### src/rtl/sprite_blitter_if.sv
// Command/status bundle between the CPU execute stage and the sprite engine.
//   master: issues CLEAR/DRAW commands (cmd_valid, cmd_op, row, col, height, sprite_data)
//           and observes cmd_ready, busy, done, vf
//   slave : the engine side of the same signals
interface sprite_blitter_if #(
    parameter int unsigned MAX_ROWS = 15,
    parameter int unsigned SPRITE_W = 8
);
    localparam int unsigned HW = $clog2(MAX_ROWS + 1);

    logic                         cmd_valid;
    logic                         cmd_ready;
    logic                         cmd_op;
    logic [7:0]                   row;
    logic [7:0]                   col;
    logic [HW-1:0]                height;
    logic [MAX_ROWS*SPRITE_W-1:0] sprite_data;
    logic                         busy;
    logic                         done;
    logic [7:0]                   vf;

    modport master (
        output cmd_valid, cmd_op, row, col, height, sprite_data,
        input  cmd_ready, busy, done, vf
    );

    modport slave (
        input  cmd_valid, cmd_op, row, col, height, sprite_data,
        output cmd_ready, busy, done, vf
    );
endinterface

### src/rtl/sprite_blitter.sv
// CHIP-8/SCHIP sprite engine: owns the framebuffer, runs CLEAR (one row per
// cycle) and DRAW (one XORed sprite row per cycle, with collision -> VF),
// and provides a registered scanout read port.
//   clk, rst   : clock, synchronous active-high reset
//   bus        : command handshake and status (sprite_blitter_if.slave)
//   fb_rd_row  : scanout row address
//   fb_rd_data : scanout row, 1-cycle latency, bit c = column c
module sprite_blitter #(
    parameter int unsigned SCREEN_W = 64,
    parameter int unsigned SCREEN_H = 32,
    parameter int unsigned SPRITE_W = 8,
    parameter int unsigned MAX_ROWS = 15,
    parameter int unsigned WRAP     = 0
) (
    input  logic                        clk,
    input  logic                        rst,
    sprite_blitter_if.slave             bus,
    input  logic [$clog2(SCREEN_H)-1:0] fb_rd_row,
    output logic [SCREEN_W-1:0]         fb_rd_data
);
    localparam int unsigned RW = $clog2(SCREEN_H);
    localparam int unsigned CW = $clog2(SCREEN_W);
    localparam int unsigned HW = $clog2(MAX_ROWS + 1);
    localparam int unsigned IW = (RW > HW) ? RW : HW;
    localparam int unsigned RF = RW + HW;
    localparam int unsigned DW = MAX_ROWS * SPRITE_W;

    typedef enum logic [1:0] {IDLE, CLEAR, DRAW, DONE} state_t;

    state_t              state, state_next;
    logic [IW-1:0]       idx;
    logic [RW-1:0]       row_q;
    logic [CW-1:0]       col_q;
    logic [HW-1:0]       h_q;
    logic [DW-1:0]       spr_q;
    logic                coll_q;
    logic [SCREEN_W-1:0] fb [SCREEN_H];
    logic                ready_q, busy_q, done_q;
    logic [7:0]          vf_q;

    logic [HW-1:0]       h_in;
    logic [SPRITE_W-1:0] sprite_row;
    logic [RW-1:0]       r_idx;
    logic                r_in;
    logic [SCREEN_W-1:0] mask;
    logic [SCREEN_W-1:0] old_row;
    logic                coll_row;
    logic                last_draw, last_clear;
    logic                ready_n, busy_n, done_n;

    // Only the low address bits matter: row/col are taken modulo the screen size.
    logic unused_addr_bits;
    assign unused_addr_bits = ^{bus.row[7:RW], bus.col[7:CW]};

    assign bus.cmd_ready = ready_q;
    assign bus.busy      = busy_q;
    assign bus.done      = done_q;
    assign bus.vf        = vf_q;

    // Row datapath: current sprite row is always the top slice of the shifting spr_q.
    always_comb begin
        h_in       = (bus.height > HW'(MAX_ROWS)) ? HW'(MAX_ROWS) : bus.height;
        sprite_row = spr_q[DW-1 -: SPRITE_W];
        r_idx      = row_q + RW'(idx);
        r_in       = (WRAP != 0) || ((RF'(row_q) + RF'(idx)) < RF'(SCREEN_H));
        mask       = '0;
        for (int j = 0; j < int'(SPRITE_W); j++) begin
            // CW-bit column sum wraps naturally; the range test only matters when clipping.
            if (sprite_row[SPRITE_W-1-j] &&
                ((WRAP != 0) || ((CW+1)'(col_q) + (CW+1)'(j) < (CW+1)'(SCREEN_W)))) begin
                mask[col_q + CW'(j)] = 1'b1;
            end
        end
        old_row    = fb[r_idx];
        coll_row   = r_in && (|(old_row & mask));
        last_draw  = (IW'(h_q) == idx + IW'(1));
        last_clear = (idx == IW'(SCREEN_H - 1));
    end

    // Next state and next values of the registered status outputs.
    always_comb begin
        state_next = state;
        case (state)
            IDLE: begin
                if (bus.cmd_valid) begin
                    if (!bus.cmd_op)          state_next = CLEAR;
                    else if (h_in == '0)      state_next = DONE;
                    else                      state_next = DRAW;
                end
            end
            CLEAR:   if (last_clear) state_next = DONE;
            DRAW:    if (last_draw)  state_next = DONE;
            DONE:    state_next = IDLE;
            default: state_next = IDLE;
        endcase
        ready_n = (state_next == IDLE);
        busy_n  = (state_next != IDLE);
        done_n  = (state_next == DONE);
    end

    always_ff @(posedge clk) begin
        if (rst) begin
            state      <= IDLE;
            idx        <= '0;
            row_q      <= '0;
            col_q      <= '0;
            h_q        <= '0;
            spr_q      <= '0;
            coll_q     <= 1'b0;
            ready_q    <= 1'b1;
            busy_q     <= 1'b0;
            done_q     <= 1'b0;
            vf_q       <= 8'h00;
            fb_rd_data <= '0;
            for (int i = 0; i < int'(SCREEN_H); i++) begin
                fb[i] <= '0;
            end
        end else begin
            state      <= state_next;
            ready_q    <= ready_n;
            busy_q     <= busy_n;
            done_q     <= done_n;
            fb_rd_data <= fb[fb_rd_row];
            case (state)
                IDLE: begin
                    if (bus.cmd_valid) begin
                        row_q  <= bus.row[RW-1:0];
                        col_q  <= bus.col[CW-1:0];
                        h_q    <= h_in;
                        spr_q  <= bus.sprite_data;
                        coll_q <= 1'b0;
                        idx    <= '0;
                        // Zero-height DRAW completes immediately with no collision.
                        if (bus.cmd_op && (h_in == '0)) vf_q <= 8'h00;
                    end
                end
                CLEAR: begin
                    fb[idx[RW-1:0]] <= '0;
                    idx             <= idx + IW'(1);
                end
                DRAW: begin
                    if (r_in) fb[r_idx] <= old_row ^ mask;
                    coll_q <= coll_q | coll_row;
                    spr_q  <= spr_q << SPRITE_W;
                    idx    <= idx + IW'(1);
                    // Include the final row's collision, which lands on this same edge.
                    if (last_draw) vf_q <= {7'b0, coll_q | coll_row};
                end
                default: ;
            endcase
        end
    end
endmodule

### src/flat_wrapper.sv
// flat-port wrapper written by rule: the top's interface ports become plain ports
module sprite_blitter_flat 
#(
    parameter int unsigned SCREEN_W = 64,
    parameter int unsigned SCREEN_H = 32,
    parameter int unsigned SPRITE_W = 8,
    parameter int unsigned MAX_ROWS = 15,
    parameter int unsigned WRAP     = 0
)
  (clk, rst, fb_rd_row, fb_rd_data, bus_cmd_valid, bus_cmd_op, bus_row, bus_col, bus_height, bus_sprite_data, bus_cmd_ready, bus_busy, bus_done, bus_vf);
  sprite_blitter_if #(.MAX_ROWS(MAX_ROWS), .SPRITE_W(SPRITE_W)) bus_i ();
  input  logic clk;
  input  logic rst;
  input  logic [$clog2(SCREEN_H)-1:0] fb_rd_row;
  output logic [SCREEN_W-1:0] fb_rd_data;
  input wire logic [$bits(bus_i.cmd_valid)-1:0] bus_cmd_valid;
  input wire logic [$bits(bus_i.cmd_op)-1:0] bus_cmd_op;
  input wire logic [$bits(bus_i.row)-1:0] bus_row;
  input wire logic [$bits(bus_i.col)-1:0] bus_col;
  input wire logic [$bits(bus_i.height)-1:0] bus_height;
  input wire logic [$bits(bus_i.sprite_data)-1:0] bus_sprite_data;
  output wire logic [$bits(bus_i.cmd_ready)-1:0] bus_cmd_ready;
  output wire logic [$bits(bus_i.busy)-1:0] bus_busy;
  output wire logic [$bits(bus_i.done)-1:0] bus_done;
  output wire logic [$bits(bus_i.vf)-1:0] bus_vf;
  assign bus_i.cmd_valid = bus_cmd_valid;
  assign bus_i.cmd_op = bus_cmd_op;
  assign bus_i.row = bus_row;
  assign bus_i.col = bus_col;
  assign bus_i.height = bus_height;
  assign bus_i.sprite_data = bus_sprite_data;
  assign bus_cmd_ready = bus_i.cmd_ready;
  assign bus_busy = bus_i.busy;
  assign bus_done = bus_i.done;
  assign bus_vf = bus_i.vf;
  sprite_blitter #(.SCREEN_W(SCREEN_W), .SCREEN_H(SCREEN_H), .SPRITE_W(SPRITE_W), .MAX_ROWS(MAX_ROWS), .WRAP(WRAP)) u_core (.clk(clk), .rst(rst), .bus(bus_i), .fb_rd_row(fb_rd_row), .fb_rd_data(fb_rd_data));
endmodule
### config.mk
export PLATFORM = sky130hd
export DESIGN_NAME = sprite_blitter_flat
export DESIGN_NICKNAME = d
export VERILOG_FILES = /design/src/rtl/sprite_blitter_if.sv /design/src/rtl/sprite_blitter.sv /design/src/flat_wrapper.sv
export SDC_FILE = /design/constraint.sdc
export NUM_CORES = 2
export LEC_CHECK = 0
export CORE_ASPECT_RATIO = 1.75
export CORE_MARGIN = 10
export CORE_UTILIZATION = 32
export CTS_CLUSTER_DIAMETER = 150
export CTS_CLUSTER_SIZE = 12
export DETAILED_ROUTE_END_ITERATION = 10
export MAX_ROUTING_LAYER = met4
export SLEW_MARGIN = 10
export SYNTH_ARGS = -nofsm -noshare
export SYNTH_HDL_FRONTEND = slang
export SYNTH_SLANG_ARGS = --single-unit
### constraint.sdc
create_clock -name clk -period 6.5 [get_ports clk]
set_clock_uncertainty 0.1 [all_clocks]
set_input_delay 1.3 -clock clk [delete_from_list [all_inputs] [get_ports clk]]
set_output_delay 1.3 -clock clk [all_outputs]
set_load 0.005 [all_outputs]
==> impl_metrics.tcl <==
set metrics [dict create \
    run_status "complete, no violations" \
    wl_um 490300 \
    n_fill_cell 34566 \
    synth_top_cell_area_share_pct 52.67 \
    grt_use_total_pct 24.97 \
    mappedNetlistArea_mm2 0.1168 \
    drive_above_1_share_pct 25.19 \
    hold_violations 0 \
    clock-sinks 2259 \
    antenna_violating_nets_post_route 0 \
    ctsRootBufferMaster "sky130_fd_sc_hd__clkbuf_16" \
    post_synth_inst_count 8138 \
    route.top_layer_used "met4" \
    drtPass1Iterations 6 \
    die_x_um 476.6 \
    crit_path_max_fanout 23 \
    ctsLongestPathBuffers 4 \
    post-route-worst-setup-slack_ns 0.1318 \
    final.hold.worst_slack_ns 0.3830 \
    wl_met3_um 44700 \
    buffer_ports.inserted 211 \
    drt-wirelength-per-cell_um 37.11 \
    crit_path_start_kind "register" \
    floorplan.initialDensity_pct 32.11 \
    rows 293 \
    max-cap-violations 0 \
    sequential_to_total_area_share_from_yosys_stat_pct 56.29 \
    clkLatencyLatePin_ns 0.93 \
    async_reset_ff_share_pct 0 \
    worst-endpoint-required_ns 7.17 \
    h-tree-depth 4 \
    ports 224 \
    grt_remaining_overflow 0 \
    wl_met2_um 244400 \
    cp-end-kind "register" \
    top_library_cells_by_usage_in_the_layout_fill_and_taps_aside "sky130_fd_sc_hd__nor2_1, sky130_fd_sc_hd__edfxtp_1, sky130_fd_sc_hd__mux4_2" \
    clock_tree_from_tritoncts "yes" \
    setup.worst_path.class "reg -> reg" \
    grt_pass1_wl_um 668700 \
    post_drt_via_cell_ratio 6.164 \
    cts-buffers-inserted 214 \
    power_density_mw_per_mm2 277.5 \
    dp_slack_ns -0.1755 \
    synth_flop_cell "sky130_fd_sc_hd__edfxtp_1" \
    fp.dieH_um 819.1 \
    final_nets 8382 \
    layout-area-overhead-vs-synth_pct 13.70 \
    drt_first_iter_violations 10828 \
    number_of_distinct_standard_cells_referenced_by_the_synthesized_netlist 76 \
    arrival_time_reported_for_the_critical_path_endpoint_ns 7.03 \
    detail_route.drc_violations 0 \
    cellLeakagePower_uw 0.04250 \
    period_minus_slack_ns 6.368 \
    m1WireLength_um 152000 \
    post_synth_edffs 2048 \
    cts.reportedPaths.clkPinSlew_ns 0.06 \
    hold_buffers 0 \
    synth-seq-cells 2259 \
    die_area_mm2 0.3904 \
    grt_pass1_vias 83822 \
    layout.cells.most_common "sky130_fd_sc_hd__nor2_1" \
    total_of_warnings_raised_by_yosys 0 \
    dp_hpwl_um 307700 \
    core_area_mm2 0.3637 \
    worst_ir_drop_vdd_uv 210.1 \
    yosys.area.top_type "sky130_fd_sc_hd__edfxtp_1" \
    number_of_antenna_violations_at_the_first_check_in_global_routing 33 \
    timing.final.crit_share_pct 97.97 \
    weighted_congestion_reported_at_the_end_of_routability_driven_placement 1.063 \
    syn-mean-instance-area_um2 14.35 \
    grt_start_max_net_pins 226 \
    worstHoldPathType "reg -> reg" \
    setup_violations 0 \
    tightest_slew_ns 1.326 \
    achievable-frequency_mhz 157.0 \
    drv_slew 0 \
    grt_setup_unrepaired "no" \
    vias 81453 \
    synth_top_cells_by_area "sky130_fd_sc_hd__edfxtp_1, sky130_fd_sc_hd__mux4_2, sky130_fd_sc_hd__nor2_1" \
    relSlewSlack_pct 11.28 \
]
[area by class of cell]
| cell class | instances | area [um2] | share of cell area (%) |
|---|---|---|---|
| Antenna cell | 37 | 92.59 | 0.06974 |
| Clock buffer | 364 | 5939 | 4.474 |
| Clock inverter | 8 | 150.1 | 0.1131 |
| Inverter | 15 | 57.56 | 0.04335 |
| Multi-Input combinational cell | 5006 | 47940 | 36.11 |
| Sequential cell | 2259 | 65720 | 49.51 |
| Tap cell | 4867 | 6090 | 4.587 |
| Timing Repair Buffer | 658 | 6761 | 5.093 |
[path summary, 6_finish.rpt]
check | start | to | cells after the start | slack, ns
worst max register to register | u_core.idx[0] | u_core.bus.vf[0] | 17 | 0.13
worst min-delay path | u_core.h_q[0] | u_core.h_q[0] | 2 | 0.38
worst max-delay path | u_core.idx[0] | u_core.bus.vf[0] | 17 | 0.13
worst min register to register | u_core.h_q[0] | u_core.h_q[0] | 2 | 0.38
[per-layer routing]
| layer | up-vias | GRT usage, % |
|---|---|---|
| li1 | 31459 | - |
| met1 | 42260 | 25.39 |
| met2 | 5772 | 41.84 |
| met3 | 1962 | 4.669 |
| met4 | 0 | 20.69 |
| met5 | - | - |
[Yosys cell counts, drive strengths merged, types with 5 or more instances]
master and instances:
nor2 2311, edfxtp 2048, mux4 1251, buf 454
clkbuf 410, nand2 243, dfxtp 211, a211oi 156
mux2i 148, a21oi 101, nand3 94, ha 78
a22oi 73, a22o 71, mux2 66, o22ai 46
nor2b 41, a221oi 33, nor3 21, o21ai 20
nand2b 19, nor4 18, and3 16, xnor2 15
a32oi 13, inv 13, xor2 13, and2 12
nand4 12, o32ai 12, a222oi 11, o221ai 11
nand3b 10, or3 9, o211ai 8, or2 8
o2111ai 7, o22a 7, a2111o 5, a31oi 5
o2bb2ai 5
[flip-flops by register name (all words and copies together), names as in the netlist]
signal,flops
u_core.coll_q,1
u_core.state,2
u_core.fb_rd_data,64
u_core.col_q,6
u_core.bus.cmd_ready,1
u_core.spr_q,120
u_core.h_q,4
u_core.idx,5
u_core.fb,2048
u_core.row_q,5
u_core.bus.done,1
u_core.bus.vf,1
u_core.bus.busy,1
[kinds of logic (layout without fill, tap and decap cells)]
| family | count (synthesis) | after routing | share of synthesized area [%] |
|---|---|---|---|
| AO/OA/AOI/OAI | 608 | 608 | 3.887 |
| XOR/XNOR | 28 | 28 | 0.2100 |
| adder cells (fa/ha/maj) | 79 | 79 | 0.8530 |
| buffers and inverters | 879 | 1045 | 3.182 |
| flip-flops | 2259 | 2259 | 56.29 |
| multiplexers | 1465 | 1465 | 26.04 |
| other | 1 | 44 | 0.003212 |
| AND/OR/NAND/NOR | 2819 | 2819 | 9.539 |
[power by group]
group | leakage (uW) | internal, uW | switching (uW)
Clock | 0.00289 | 6180 | 5740
Sequential | 0.0229 | 16500 | 407
Combinational | 0.0167 | 3520 | 4510
Total | 0.0425 | 26200 | 10700
[per-stage QoR]
stage	cell area (um2)	util [%]	TNS [ns]	power (uW)	std cells
detailed placement	126600	34.80	-0.2881	25150	12805
global placement	126600	34.80	-0.3558	25030	12805
floorplan	116800	-	0	21980	8144
CTS	132700	36.48	0	36910	13177
finish	132800	36.50	0	36840	13214
global route	132700	36.50	0	37760	13209
[timing repair]
action | 4_1_cts | 5_1_grt
buffers inserted | 0 | 0
resized for setup | 1 | 0
endpoints found under the setup margin | 2 | 0
hold endpoints to repair | 0 | 0
[critical path, stage by stage, from the launching register on]
cell	delay [ns]
sky130_fd_sc_hd__dfxtp_1	0.48
sky130_fd_sc_hd__ha_4	0.27
sky130_fd_sc_hd__fa_4	1.13
sky130_fd_sc_hd__buf_12	0.33
sky130_fd_sc_hd__buf_12	0.24
sky130_fd_sc_hd__buf_12	0.19
sky130_fd_sc_hd__mux4_2	0.35
sky130_fd_sc_hd__mux4_2	0.46
sky130_fd_sc_hd__mux2_2	0.32
sky130_fd_sc_hd__ha_1	0.23
sky130_fd_sc_hd__nor4_4	0.66
sky130_fd_sc_hd__buf_4	0.22
sky130_fd_sc_hd__nand4_1	0.17
sky130_fd_sc_hd__nor4_2	0.32
sky130_fd_sc_hd__buf_4	0.24
sky130_fd_sc_hd__o21ai_0	0.15
sky130_fd_sc_hd__mux2i_1	0.17
sky130_fd_sc_hd__nor2_1	0.06
Note: power is estimated with default switching activity, not from simulation.
